### src/rtl/acc_cpu_pkg.sv
// acc_cpu_pkg: instruction field layout, opcode constants and FSM states for acc_cpu_core.
package acc_cpu_pkg;
   localparam int SRC_LSB  = 0;
   localparam int OP_LSB   = 3;
   localparam int DST_LSB  = 6;
   localparam int FLOW_BIT = 9;
   localparam int JUMP_LSB = 10;
   localparam int FIELD_W  = 3;

   localparam logic [2:0] SRC_ZERO = 3'd0;
   localparam logic [2:0] SRC_ONE  = 3'd1;
   localparam logic [2:0] SRC_ACC  = 3'd2;
   localparam logic [2:0] SRC_BAK  = 3'd3;
   localparam logic [2:0] SRC_IN   = 3'd4;
   localparam logic [2:0] SRC_JUMP = 3'd5;

   localparam logic [2:0] OP_PASS = 3'd0;
   localparam logic [2:0] OP_ADD  = 3'd1;
   localparam logic [2:0] OP_SUB  = 3'd2;
   localparam logic [2:0] OP_SWP  = 3'd3;
   localparam logic [2:0] OP_SAV  = 3'd4;
   localparam logic [2:0] OP_NEG  = 3'd5;
   localparam logic [2:0] OP_NOP  = 3'd6;
   localparam logic [2:0] OP_HALT = 3'd7;

   localparam logic [2:0] DST_NONE = 3'd0;
   localparam logic [2:0] DST_ACC  = 3'd1;
   localparam logic [2:0] DST_BAK  = 3'd2;
   localparam logic [2:0] DST_OUT  = 3'd3;

   typedef enum logic [2:0] {S_IDLE, S_FETCH, S_EXEC, S_WAIT_OUT, S_HALT} state_t;
endpackage

### src/rtl/acc_cpu_imem.sv
// acc_cpu_imem: single-port synchronous program RAM with registered read data, contents not reset.
module acc_cpu_imem #(
   parameter int ADDR_W = 4,
   parameter int DATA_W = 14
) (
   input  logic              clk,
   input  logic              we,
   input  logic              re,
   input  logic [ADDR_W-1:0] addr,
   input  logic [DATA_W-1:0] wdata,
   output logic [DATA_W-1:0] rdata
);
   logic [DATA_W-1:0] mem [2**ADDR_W];

   always_ff @(posedge clk) begin
      if (we) mem[addr] <= wdata;
      if (re) rdata <= mem[addr];
   end
endmodule

### src/rtl/acc_cpu_core.sv
// acc_cpu_core: accumulator CPU with private program RAM, acc/bak registers,
// conditional jumps, halt and ready/valid input and output streams.
module acc_cpu_core import acc_cpu_pkg::*; #(
   parameter  int DATA_W = 8,
   parameter  int PC_W   = 4,
   localparam int INSN_W = 10 + PC_W
) (
   input  logic              clk,
   input  logic              rst,
   input  logic              prog_we,
   input  logic [PC_W-1:0]   prog_addr,
   input  logic [INSN_W-1:0] prog_wdata,
   input  logic              start,
   input  logic [DATA_W-1:0] in_data,
   input  logic              in_valid,
   output logic              in_ready,
   output logic [DATA_W-1:0] out_data,
   output logic              out_valid,
   input  logic              out_ready,
   output logic              busy,
   output logic              halted,
   output logic [PC_W-1:0]   pc_o,
   output logic [DATA_W-1:0] acc_o
);
   state_t state, state_nx;
   logic [PC_W-1:0] pc, jump;
   logic [DATA_W-1:0] acc, bak, src_val, result;
   logic [INSN_W-1:0] insn;
   logic [2:0] src, op, dst;
   logic flow, idle, stall, fire, wb_alu, wb_out;

   // The RAM port is shared: loads only happen while idle, fetches only while running.
   acc_cpu_imem #(.ADDR_W(PC_W), .DATA_W(INSN_W)) u_imem (
      .clk   (clk),
      .we    (prog_we && idle),
      .re    (state == S_FETCH),
      .addr  (idle ? prog_addr : pc),
      .wdata (prog_wdata),
      .rdata (insn)
   );

   assign src  = insn[SRC_LSB +: FIELD_W];
   assign op   = insn[OP_LSB +: FIELD_W];
   assign dst  = insn[DST_LSB +: FIELD_W];
   assign flow = insn[FLOW_BIT];
   assign jump = insn[JUMP_LSB +: PC_W];

   assign idle     = state == S_IDLE || state == S_HALT;
   assign in_ready = state == S_EXEC && src == SRC_IN;
   assign stall    = in_ready && !in_valid;
   assign fire     = state == S_EXEC && !stall;
   // SWP, SAV, NOP and HALT bypass the dst field entirely, including the output stream.
   assign wb_alu   = op inside {OP_PASS, OP_ADD, OP_SUB, OP_NEG};
   assign wb_out   = wb_alu && dst == DST_OUT;

   assign busy   = !idle;
   assign halted = state == S_HALT;
   assign pc_o   = pc;
   assign acc_o  = acc;

   always_comb begin
      src_val = src == SRC_ONE  ? DATA_W'(1) :
                src == SRC_ACC  ? acc :
                src == SRC_BAK  ? bak :
                src == SRC_IN   ? in_data :
                src == SRC_JUMP ? DATA_W'(jump) : '0;
      result  = op == OP_ADD ? acc + src_val :
                op == OP_SUB ? acc - src_val :
                op == OP_SWP ? bak :
                op == OP_SAV ? acc :
                op == OP_NEG ? '0 - src_val : src_val;
   end

   always_comb begin
      state_nx = state;
      case (state)
         S_IDLE, S_HALT: if (start) state_nx = S_FETCH;
         S_FETCH:        state_nx = S_EXEC;
         S_EXEC:         if (!stall) state_nx = wb_out ? S_WAIT_OUT : op == OP_HALT ? S_HALT : S_FETCH;
         S_WAIT_OUT:     if (out_ready) state_nx = S_FETCH;
         default:        state_nx = S_IDLE;
      endcase
   end

   always_ff @(posedge clk or posedge rst) begin
      if (rst) begin
         state     <= S_IDLE;
         pc        <= '0;
         acc       <= '0;
         bak       <= '0;
         out_data  <= '0;
         out_valid <= 1'b0;
      end else begin
         state <= state_nx;
         if (idle && start) pc <= '0;
         if (fire && op != OP_HALT) pc <= (flow && result == '0) ? jump : pc + 1'b1;
         if (fire && op == OP_SWP) begin
            acc <= bak;
            bak <= acc;
         end
         if (fire && op == OP_SAV) bak <= acc;
         if (fire && wb_alu && dst == DST_ACC) acc <= result;
         if (fire && wb_alu && dst == DST_BAK) bak <= result;
         if (fire && wb_out) begin
            out_data  <= result;
            out_valid <= 1'b1;
         end else if (state == S_WAIT_OUT && out_ready) begin
            out_valid <= 1'b0;
         end
      end
   end
endmodule

### config.mk
export PLATFORM = sky130hd
export DESIGN_NAME = acc_cpu_core
export DESIGN_NICKNAME = d
export VERILOG_FILES = /design/src/rtl/acc_cpu_pkg.sv /design/src/rtl/acc_cpu_imem.sv /design/src/rtl/acc_cpu_core.sv
export SDC_FILE = /design/constraint.sdc
export NUM_CORES = 1
export LEC_CHECK = 0
export BUFFER_PORTS_ARGS = -buffer_cell sky130_fd_sc_hd__buf_2
export CORE_MARGIN = 5
export CORE_UTILIZATION = 55
export CTS_BUF_LIST = sky130_fd_sc_hd__clkbuf_8
export DETAILED_ROUTE_END_ITERATION = 7
export PLACE_DENSITY = 0.76
export SLEW_MARGIN = 20
export SYNTH_ARGS = -nofsm -noshare
export SYNTH_HDL_FRONTEND = slang
export SYNTH_SLANG_ARGS = --single-unit
### constraint.sdc
create_clock -name clk -period 4.1 [get_ports clk]
set_input_delay 0.205 -clock clk [delete_from_list [all_inputs] [get_ports clk]]
set_output_delay 0.205 -clock clk [all_outputs]
set_load 0.01 [all_outputs]
Word-level counts from Yosys, hierarchy flattened
Memories as Yosys holds them, arrays and structs flattened. A register that Yosys moved wholly into a read port is not among the register bits.
Cells that the tools add are included.
{"block": "classes", "muxes": 29, "shifts": 0, "reduce_logical": 29, "n_lt_le_gt_ge": 0, "eq_ne": 22, "div": 0, "mul": 0, "add_sub_neg": 4, "bitwise_logic": 0}
{"operator": "two-way mux 8 bit", "n": 14}
{"operator": "equality test 3 x 2 -> 1 bit, second input constant", "n": 8}
{"operator": "two-way mux 4 bit", "n": 5}
{"operator": "equality test 3 bit, second input constant", "n": 6}
{"operator": "logical AND 1 bit", "n": 15}
{"operator": "two-way mux 3 bit", "n": 5}
{"operator": "equality test 3 x 1 -> 1 bit, second input constant", "n": 4}
{"operator": "one-hot mux 3 bit (4 select lines)", "n": 1}
{"operator": "adder 8 bit", "n": 1}
{"operator": "zero test 8 bit", "n": 1}
{"operator": "subtractor 1 x 8 -> 8 bit, first input constant", "n": 1}
{"operator": "subtractor 8 bit", "n": 1}
{"operator": "zero test 3 bit", "n": 2}
{"operator": "!= test 2 bit, second input constant", "n": 3}
{"operator": "nonzero test 2 bit", "n": 3}
{"operator": "adder 4 x 1 -> 4 bit, second input constant", "n": 1}
{"operator": "two-way mux 1 bit", "n": 4}
{"operator": "nonzero test 4 bit", "n": 1}
{"operator": "zero test 1 bit", "n": 3}
{"operator": "!= test 3 bit, second input constant", "n": 1}
{"operator": "AND reduction 3 bit", "n": 1}
{"operator": "nonzero test 3 bit", "n": 1}
{"operator": "OR reduction 2 bit", "n": 1}
{"operator": "logical OR 1 bit", "n": 1}
{"block": "word_totals", "register_bits": 32, "ramBits": 224, "memories": 1, "romBits": 0, "elab_cells": 91, "output_inout_bits": 24, "inputBits": 32, "latchBits": 0}
{"name": "u_imem.mem", "depth": 16, "word_bits": 14, "read_ports": 1, "rd_ports_with_merged_regs": 1, "write_ports": 1, "line": "acc_cpu_imem.sv:13", "source": "logic [DATA_W-1:0] mem [2**ADDR_W];"}

Longest topological paths before layout
Gate-level depths: netlist of the first run.
{"block": "depth", "word_depth": 16, "mapped_depth": 16, "mapped_depth_nobuf": 14}

By module
A second synthesis of the first run with hierarchy kept.
{"block": "unflattened", "hier_cells": 772, "hier_area_um2": 12266.8}
{"module": "acc_cpu_imem", "cells_per_inst": 381, "seq_area_each_um2": 7146.9, "area_each_um2": 8997.4, "n_inst": 1}
{"module": "acc_cpu_core", "cells_per_inst": 391, "seq_area_each_um2": 800.8, "area_each_um2": 3269.4, "n_inst": 1}

Least setup slack after synthesis of the first run
Ideal clock, no wire load.
{"block": "synth_timing", "path_type": "reg2reg", "startpoint": "register u_imem.rdata[0], read port of u_imem.mem", "endpoint": "register pc[0], in the netlist pc_o[0]", "setup_slack_ns": 0.597, "t_required_ns": 3.978, "path_stages_with_launch": 15, "period_less_slack_ns": 3.503, "path_buffers": 1, "setup_ns": 0.122, "t_arrival_ns": 3.382, "cell_sequence": "edfxtp_1 > buf_6 > and3b_1 > o32ai_2 > ha_1 > inv_1 > fa_1 > o21ba_2 > o21bai_1 > a221o_1 > a211oi_1 > and4bb_4 > nand4_4 > or2_1 > a32o_1"}
{"block": "synth_via", "elab_chain_len": 16, "elab_cells_between_ends": 28, "classes_between": "3 x add/sub; 5 x eq/ne; 12 x mux; 8 x reduce/logical"}
{"element": "start: declaration", "line": "acc_cpu_imem.sv:11", "source": "output logic [DATA_W-1:0] rdata"}
{"element": "equality test 3 bit", "line": "acc_cpu_core.sv:66", "source": "src == SRC_JUMP ? DATA_W'(jump) : '0;"}
{"element": "two-way mux 4 bit", "line": "acc_cpu_core.sv:66"}
{"element": "two-way mux 8 bit", "line": "acc_cpu_core.sv:65", "source": "src == SRC_IN ? in_data :"}
{"element": "two-way mux 8 bit", "line": "acc_cpu_core.sv:64", "source": "src == SRC_BAK ? bak :"}
{"element": "two-way mux 8 bit", "line": "acc_cpu_core.sv:63", "source": "src == SRC_ACC ? acc :"}
{"element": "two-way mux 8 bit", "line": "acc_cpu_core.sv:62", "source": "src_val = src == SRC_ONE ? DATA_W'(1) :"}
{"element": "subtractor 1 x 8 -> 8 bit", "line": "acc_cpu_core.sv:71", "source": "op == OP_NEG ? '0 - src_val : src_val;"}
{"element": "two-way mux 8 bit", "line": "acc_cpu_core.sv:71"}
{"element": "two-way mux 8 bit", "line": "acc_cpu_core.sv:70", "source": "op == OP_SAV ? acc :"}
{"element": "two-way mux 8 bit", "line": "acc_cpu_core.sv:69", "source": "op == OP_SWP ? bak :"}
{"element": "two-way mux 8 bit", "line": "acc_cpu_core.sv:68", "source": "op == OP_SUB ? acc - src_val :"}
{"element": "two-way mux 8 bit", "line": "acc_cpu_core.sv:67", "source": "result = op == OP_ADD ? acc + src_val :"}
{"element": "zero test 8 bit", "line": "acc_cpu_core.sv:96", "source": "if (fire && op != OP_HALT) pc <= (flow && result == '0) ? jump : pc + 1'b1;"}
{"element": "logical AND 1 bit", "line": "acc_cpu_core.sv:96"}
{"element": "two-way mux 4 bit (2 in a row)", "line": "acc_cpu_core.sv:96"}
{"element": "end signal: assignment", "line": "acc_cpu_core.sv:96"}
{"element": "end: declaration", "line": "acc_cpu_core.sv:26", "source": "logic [PC_W-1:0] pc, jump;"}
Parallel ways exist; a longest one is shown, timed or not.
A chain may end at the register's enable or synchronous reset.

Worst setup path in the final report of the first run
{"block": "layout_timing", "startpoint": "register u_imem.rdata[1], read port of u_imem.mem", "endpoint": "register pc[0], in the netlist pc_o[0]"}
The elaborated chain is that of the path after synthesis.

==> results of run 1 <==
[repair_timing]
item / 4_1_cts / 5_1_grt
hold endpoints to repair: 35 / 0
gates resized for setup: 0 / 0
endpoints found under the setup margin: 0 / 0
setup buffers: 0 / 0
hold buffers: 3 / 0
[where the power goes]
part	internal, uW	total (uW)	switching (uW)
Combinational	1900	4420	2520
Sequential	3340	3640	306
Clock	1000	2020	1020
Total	6240	10100	3850
[flip-flops by register name (all words and copies together) (netlist names)]
signal / count
u_imem.mem: 224
u_imem.rdata: 14
acc_o: 8
bak: 8
out_data: 8
pc_o: 4
state: 3
out_valid: 1
[routing by layer]
| layer | global-route usage (%) | vias to the layer above | wire, um |
|---|---|---|---|
| li1 | - | 3410 | - |
| met3 | 4.71 | 37 | 2500 |
| met1 | 31.2 | 3807 | 11300 |
| met5 | 0 | - | 0 |
| met2 | 35.6 | 382 | 14000 |
| met4 | 5.82 | 0 | 433 |
[worst max path at each step]
stage / cells after the start / slack (ns) / to / start
2_1_floorplan: 14 / 0.60 / pc_o[0] / u_imem.rdata[0]
3_3_place_gp: 14 / 0.53 / pc_o[0] / u_imem.rdata[1]
3_5_place_dp: 14 / 0.43 / pc_o[0] / u_imem.rdata[1]
4_1_cts: 14 / 0.44 / pc_o[0] / u_imem.rdata[1]
5_1_grt: 14 / 0.17 / pc_o[3] / u_imem.rdata[1]
6_report: 14 / 0.42 / pc_o[0] / u_imem.rdata[1]
[logic make-up (layout without fill, tap and decap cells)]
family          Yosys count  in the layout  share of synthesized area (%)
compound gates          151            151                           9.08
xor+xnor                  2              2                          0.143
fa+ha+maj                20             20                           2.16
buf+inv                  62            195                           2.17
flops                   270            270                           64.7
mux                      84             84                           12.6
simple gates            222            222                           9.16
[cells in the final DEF, fill, tap and decap left out, types with 4 or more instances in the layout]
| cell | n |
|---|---|
| a211oi_1 | 18 |
| a21oi_1 | 15 |
| a22oi_1 | 9 |
| a31oi_1 | 18 |
| and2_1 | 19 |
| and3_1 | 5 |
| buf_2 | 55 |
| buf_4 | 39 |
| clkbuf_8 | 44 |
| clkinv_1 | 9 |
| clkinv_2 | 6 |
| dfrtp_1 | 32 |
| edfxtp_1 | 238 |
| ha_1 | 18 |
| inv_1 | 26 |
| inv_2 | 8 |
| mux2_2 | 7 |
| mux2i_1 | 16 |
| mux2i_4 | 4 |
| mux4_2 | 56 |
| nand2_1 | 77 |
| nand2b_1 | 14 |
| nand3_1 | 8 |
| nand4_1 | 4 |
| nor2_1 | 43 |
| nor2b_1 | 8 |
| nor3_1 | 15 |
| nor3_2 | 5 |
| o211ai_1 | 4 |
| o21a_1 | 6 |
| o21ai_0 | 30 |
| o21ai_1 | 5 |
| o22ai_1 | 5 |
| or3_1 | 5 |
[stage by stage]
step                hold slack [ns]  worst slack [ns]  std cells
finish                       0.0534             0.424       1224
global route                 0.0299             0.166       1224
CTS                          0.0135             0.439       1224
detailed placement            0.316             0.430       1145
global placement              0.304             0.532       1145
floorplan                     0.304             0.597        811
[final cells by class]
class | instances | area, um^2 | area share (%)
Timing Repair Buffer | 99 | 638 | 4.59
Sequential cell | 270 | 7950 | 57.1
Inverter | 20 | 75.1 | 0.540
Clock inverter | 32 | 143 | 1.03
Multi-Input combinational cell | 479 | 4150 | 29.8
Clock buffer | 44 | 606 | 4.35
Tap cell | 280 | 350 | 2.52
[synth_stat cells (all sizes together), types with 2 or more instances]
library cell | count | area (um^2)
edfxtp | 238 | 7150
nand2 | 77 | 289
mux4 | 56 | 1260
nor2 | 43 | 161
o21ai | 36 | 180
dfrtp | 32 | 801
clkbuf | 23 | 86.3
inv | 20 | 75.1
mux2i | 20 | 200
nor3 | 20 | 105
a211oi | 19 | 148
a31oi | 19 | 134
and2 | 19 | 119
buf | 19 | 105
ha | 18 | 225
a21oi | 15 | 75.1
nand2b | 15 | 96.3
a22oi | 9 | 67.6
mux2 | 8 | 90.1
nand3 | 8 | 40.0
nor2b | 8 | 50.1
o21a | 6 | 45.0
and3 | 5 | 31.3
nand4 | 5 | 46.3
o22ai | 5 | 31.3
or3 | 5 | 31.3
o211ai | 4 | 30.0
or2 | 4 | 25.0
a221oi | 3 | 26.3
a2bb2oi | 3 | 50.1
a311oi | 3 | 32.5
nor3b | 3 | 27.5
nor4 | 3 | 33.8
o221ai | 3 | 26.3
o311ai | 3 | 33.8
o32ai | 3 | 41.3
a221o | 2 | 20.0
a22o | 2 | 17.5
and3b | 2 | 17.5
fa | 2 | 40.0
nand4b | 2 | 17.5
o22a | 2 | 27.5
o31ai | 2 | 15.0
xnor2 | 2 | 17.5
==> impl_results.md, run 1 <==
- Largest net degree at the start of global routing: 54
- Clk Latency, worst-skew pair: 0.54 ns
- RSZ-0062 raised after global routing: no
- Maxcap violations: 0
- I/O Pins: 56
- Clock Tree Root: clkbuf_8
- Global-route wire length before repair: 44300 um
- Startpoint Class: flip-flop
- Filler cells: 1604
- Die width: 159 um
- Final Hold Vio Count: 0
- Reg2Reg Depth: 14
- Count of cell types in the netlist: 79
- Synth Flop Type: edfxtp_1
- Final instance area: 13900 um^2
- Mapped Area: 12300 um^2
- Number of global-route vias before repair: 7680
- Hpwl dp: 19100 um
- Hold path cells: 1
- Synth warn: 0
- Outcome: finished clean
- Share of layout cells above drive strength 1: 26.3%
- Fmax: 272 MHz
- Inserted Clock Buffers: 42
- Pins Over Slew Limit: 0
- Synth Register Bits: 270
- CTS sink count: 270
- Total Routing Usage GR: 22.1%
- Final setup fails: 0
- Crit-path slowest cell: edfxtp_1
- TritonCTS clock tree: built
- Post-Synthesis Cells: 811
- Power Total: 10100 uW
- Starting Density: 56.1%
- Setup TNS: 0 ns
- Capturing point of the worst reg2reg path: pc_o[0]
- Fin crit period: 3.68 ns
- Routed WL: 28300 um
- Worst VDD drop: 429 uV
- WP buf/inv: 1
- Drt pass-1 iters: 6
- H-tree levels: 2
- Routability congestion estimate: 0.871
- Via count: 7636
- Slew HR: 36.6%
- Remaining DRCs: 0
- Buffers added on ports: 55
- Crit-path max FO: 9
- R2R setup slack: 0.42 ns
- Reg2Reg Launch Point: u_imem.rdata[1]
- Placed instance area: 13100 um^2
- Die ar.: 25400 um^2
- Type of the worst min-delay path: input port to flip-flop
- Worst-path clk slew: 0.06 ns
- Post-route ant nets: 0
- Initial antenna violation count: 0
- CORE AREA: 21900 um^2
- DR vias/cell: 6.24
- CP endpoint kind: flip-flop
- FP Rows: 54
- Longest Clk Path Bufs: 3
- Delay-heaviest family, CP: compound AO/OA/AOI/OAI gates
- WP data required: 4.53 ns
- Number of synthesized flops with an enable pin: 238
- Worst-path cell chain: nand2b_2 -> o32ai_2 -> buf_4 -> ha_1 -> fa_1 -> nor2b_1 -> o21a_1 -> nor2_1 -> a221o_1 -> a211oi_1 -> and4bb_4 -> nand4_4 -> nand2_1 -> a32o_1
- Register area share after synthesis: 64.7%
- Asr flop ratio synth: 11.9%
- Nets: 964
- Worst-margin pin slew: 0.951 ns
- Grt total ovfl: 0
- Layout Skew: 0.0116 ns
- Layout Area Growth over Synthesis: 13.2%
- Syn Area/Cell: 15.2 um^2
- Pwr dens: 725 nW/um^2
- CP peak stage delay: 0.50 ns
- WL/cell: 23.1 um
- Antenna diode count: 0
- Worst hold start: prog_wdata[7]
- Finished Core Util: 63.5%
- Mapped Nets: 863
- Period utilization: 89.7%
- Die height: 159 um
- Number of DRC markers in iteration 0: 770
- Leakage: 0.00501 uW
- Arr. time, crit path: 4.10 ns
- Sink of the worst hold path: u_imem.mem[4][7]
- Critical path class: flip-flop to flip-flop
(Power assumes the default switching activity.)
==> run 2: changes to the inputs <==
--- a/config.mk
+++ b/config.mk
@@ -7,10 +7,11 @@
 export LEC_CHECK = 0
 export BUFFER_PORTS_ARGS = -buffer_cell sky130_fd_sc_hd__buf_2
 export CORE_MARGIN = 5
-export CORE_UTILIZATION = 55
+export CORE_UTILIZATION = 58
 export CTS_BUF_LIST = sky130_fd_sc_hd__clkbuf_8
 export DETAILED_ROUTE_END_ITERATION = 7
-export PLACE_DENSITY = 0.76
+export GPL_ROUTABILITY_DRIVEN = 0
+export PLACE_DENSITY = 0.83
 export SLEW_MARGIN = 20
 export SYNTH_ARGS = -nofsm -noshare
 export SYNTH_HDL_FRONTEND = slang
==> constraint.sdc (replaced) <==
create_clock -name clk -period 3.2 [get_ports clk]
set_input_delay 0.16 -clock clk [delete_from_list [all_inputs] [get_ports clk]]
set_output_delay 0.16 -clock clk [all_outputs]
set_load 0.01 [all_outputs]
==> run 2 against run 1 <==
  * The flow now finishes with violations (negative setup slack)
  * Final area up 6.6%
  * Via count up 11%
  * Clock power up 32%
  * Global-route usage up 4.9 points
  * Setup slack worse by 0.67 ns
  * Critical endpoint unchanged
  * Largest power group unchanged
==> impl_results.md, run 2 (synthesis results as in run 1) <==
- Outcome: finished, violations left (was finished clean)
- Failing checks: negative setup slack
- Power Total: 14600 uW (was 10100 uW)
- Number of global-route vias before repair: 8629 (was 7680)
- CTS sink count: 270 (unchanged)
- Inserted Clock Buffers: 42 (unchanged)
- CORE AREA: 21000 um^2 (was 21900 um^2)
- Final Hold Vio Count: 0 (unchanged)
- Storage cell area: 7950 um^2 (unchanged)
- RSZ-0062 raised after global routing: yes (was no)
- Final setup margin: -0.245 ns (was 0.424 ns)
- Highest routed layer: met4 (unchanged)
- Initial antenna violation count: 0 (unchanged)
- Clock Tree Root: clkbuf_8 (unchanged)
- Post-route ant nets: 0 (unchanged)
- Worst-path clk slew: 0.07 ns (was 0.06 ns)
- Layout Area Growth over Synthesis: 20.7% (was 13.2%)
- Most common cell after layout, fill and taps aside: edfxtp_1 (unchanged)
- Multi-input gate area: 4360 um^2 (was 4150 um^2)
- Pins Over Slew Limit: 0 (unchanged)
- Slew HR: 35.8% (was 36.6%)
- TritonCTS clock tree: built (unchanged)
- Die ar.: 24200 um^2 (was 25400 um^2)
- Worst slack at placement: -0.227 ns (was 0.430 ns)
- FP Rows: 53 (was 54)
- Hpwl dp: 21800 um (was 19100 um)
- Wire length on met1: 11800 um (was 11300 um)
- Drt pass-1 iters: 7 (was 6)
- Delay-heaviest family, CP: compound AO/OA/AOI/OAI gates (unchanged)
- H-tree levels: 2 (unchanged)
- Nets: 1051 (was 964)
- Worst VDD drop: 463 uV (was 429 uV)
- WL/cell: 25.5 um (was 23.1 um)
- Die width: 156 um (was 159 um)
- I/O Pins: 56 (unchanged)
- Share of layout cells above drive strength 1: 34.3% (was 26.3%)
- Pwr dens: 983 nW/um^2 (was 725 nW/um^2)
- Arr. time, crit path: 3.89 ns (was 4.10 ns)
- Startpoint Class: flip-flop (unchanged)
- Die height: 156 um (was 159 um)
- Filler cells: 1299 (was 1604)
- CP peak stage delay: 0.40 ns (was 0.50 ns)
- Top reg by flops: u_imem.mem (unchanged)
- Top Registers: u_imem.mem x224, u_imem.rdata x14 (unchanged)
- Leakage: 0.00548 uW (was 0.00501 uW)
- Number of DRC markers in iteration 0: 885 (was 770)
- Routed WL: 33300 um (was 28300 um)
- Fmax: 290 MHz (was 272 MHz)
- Max reg flops: 224 (unchanged)
- DR vias/cell: 6.48 (was 6.24)
- Final instance area: 14800 um^2 (was 13900 um^2)
- Starting Density: 58.7% (was 56.1%)
- Met2 wire length: 17000 um (was 14000 um)
- Global-route wire length before repair: 49200 um (was 44300 um)
- Crit-path max FO: 4 (was 9)
- Crit-path slowest cell: edfxtp_1 (unchanged)
- Type of the worst min-delay path: input port to flip-flop (unchanged)
- Most frequent cells in the layout: edfxtp_1 (238), buf_4 (112), nand2_1 (77), mux4_2 (56), buf_2 (55) (was edfxtp_1 (238), nand2_1 (77), mux4_2 (56), buf_2 (55), clkbuf_8 (44))
- Longest Clk Path Bufs: 3 (unchanged)
- Via count: 8462 (was 7636)
- Met3 wire len: 2880 um (was 2500 um)
- Grt total ovfl: 0 (unchanged)
- WP data required: 3.65 ns (was 4.53 ns)
- CP endpoint kind: flip-flop (unchanged)
- Worst Hold Slack: 0.0215 ns (was 0.0534 ns)
- Worst-path cell chain: buf_4 -> buf_6 -> mux2i_4 -> o32ai_4 -> buf_4 -> ha_1 -> nand2b_1 -> a31oi_1 -> o22ai_1 -> a311oi_2 -> nand3_1 -> and4bb_4 -> nand4_4 -> or2_1 -> a32o_1 (was nand2b_2 -> o32ai_2 -> buf_4 -> ha_1 -> fa_1 -> nor2b_1 -> o21a_1 -> nor2_1 -> a221o_1 -> a211oi_1 -> and4bb_4 -> nand4_4 -> nand2_1 -> a32o_1)
- Fin crit period: 3.45 ns (was 3.68 ns)
- Final setup fails: 4 (was 0)
- Layout Skew: 0.0287 ns (was 0.0116 ns)
- Worst-margin pin slew: 0.958 ns (was 0.951 ns)
- WP buf/inv: 3 (was 1)
- Period utilization: 108% (was 89.7%)
- Buffers added on ports: 55 (unchanged)
- Total Routing Usage GR: 27.0% (was 22.1%)
- Cell mode on critical path: buf_4
- Placed instance area: 13700 um^2 (was 13100 um^2)
- Maxcap violations: 0 (unchanged)
- Critical path class: flip-flop to flip-flop (unchanged)
- Remaining DRCs: 0 (unchanged)
- Largest net degree at the start of global routing: 43 (was 54)
- Clk Latency, worst-skew pair: 0.56 ns (was 0.54 ns)
run 2: cell types whose count changed in the layout (fill, tap and decap cells not counted), moves of 3 or more:
cell	delta
buf_6	+3
a21oi_2	+3
clkinv_1	-4
mux2i_1	-5
a21oi_1	-4
dlygate4sd3_1	+10
inv_1	+3
mux2i_4	+3
clkinv_2	-4
buf_4	+73
ha_2	+3
ha_1	-4
run 2: routing by layer:
layer  track usage [%]  up-vias
met3              4.83      133
met4              12.9        0
met2              46.9      551
met1              33.1     4196
li1                  -     3582
met5                 0        -
run 2: area by class of cell:
type | instances | share of cell area, %
Multi-Input combinational cell | 479 | 29.4
Tap cell | 275 | 2.32
Antenna cell | 1 | 0.0169
Clock buffer | 46 | 4.27
Sequential cell | 270 | 53.6
Clock inverter | 29 | 0.861
Inverter | 20 | 0.506
Timing Repair Buffer | 186 | 9.04
run 2: worst reg2reg max path, cell delays in order (launching register included):
cell and delay [ns]:
edfxtp_1 0.40, buf_4 0.18, buf_6 0.13, mux2i_4 0.19
o32ai_4 0.14, buf_4 0.18, ha_1 0.30, nand2b_1 0.06
a31oi_1 0.20, o22ai_1 0.13, a311oi_2 0.31, nand3_1 0.11
and4bb_4 0.35, nand4_4 0.15, or2_1 0.26, a32o_1 0.24
run 2: stage by stage:
step	cells	TNS, ns	utilization [%]
3_5_place_dp	1204	-0.560	65.2
6_report	1306	-0.857	70.8
5_1_grt	1305	-1.21	70.8
4_1_cts	1298	-0.404	70.0
3_3_place_gp	1204	-0.296	65.2
2_1_floorplan	811	-0.0913	-
run 2: final timing paths:
check,start,end,slack (ns),cells past startpoint
setup / recovery,u_imem.rdata[0],pc_o[0],-0.25,15
hold / removal,prog_wdata[7],u_imem.mem[8][7],0.02,1
setup reg to reg,u_imem.rdata[0],pc_o[0],-0.25,15
hold reg to reg,out_data[2],out_data[2],0.48,2
max in group asynchronous,rst,acc_o[4],2.36,4
min in group asynchronous,rst,acc_o[6],0.24,3
run 2: what timing repair did:
item	4_1_cts	5_1_grt
gates resized for setup	19	20
cloned	0	0
setup endpoints to repair	4	7
buffers inserted	6	7
hold endpoints to repair	166	0
pin swaps	3	11
hold buffers	13	0
run 2: report_power, final:
part / total, uW / internal, uW / switching (uW)
sequential: 4640 / 4280 / 366
clock: 2660 / 1330 / 1330
combinational: 7280 / 3370 / 3910
total: 14600 / 8970 / 5600
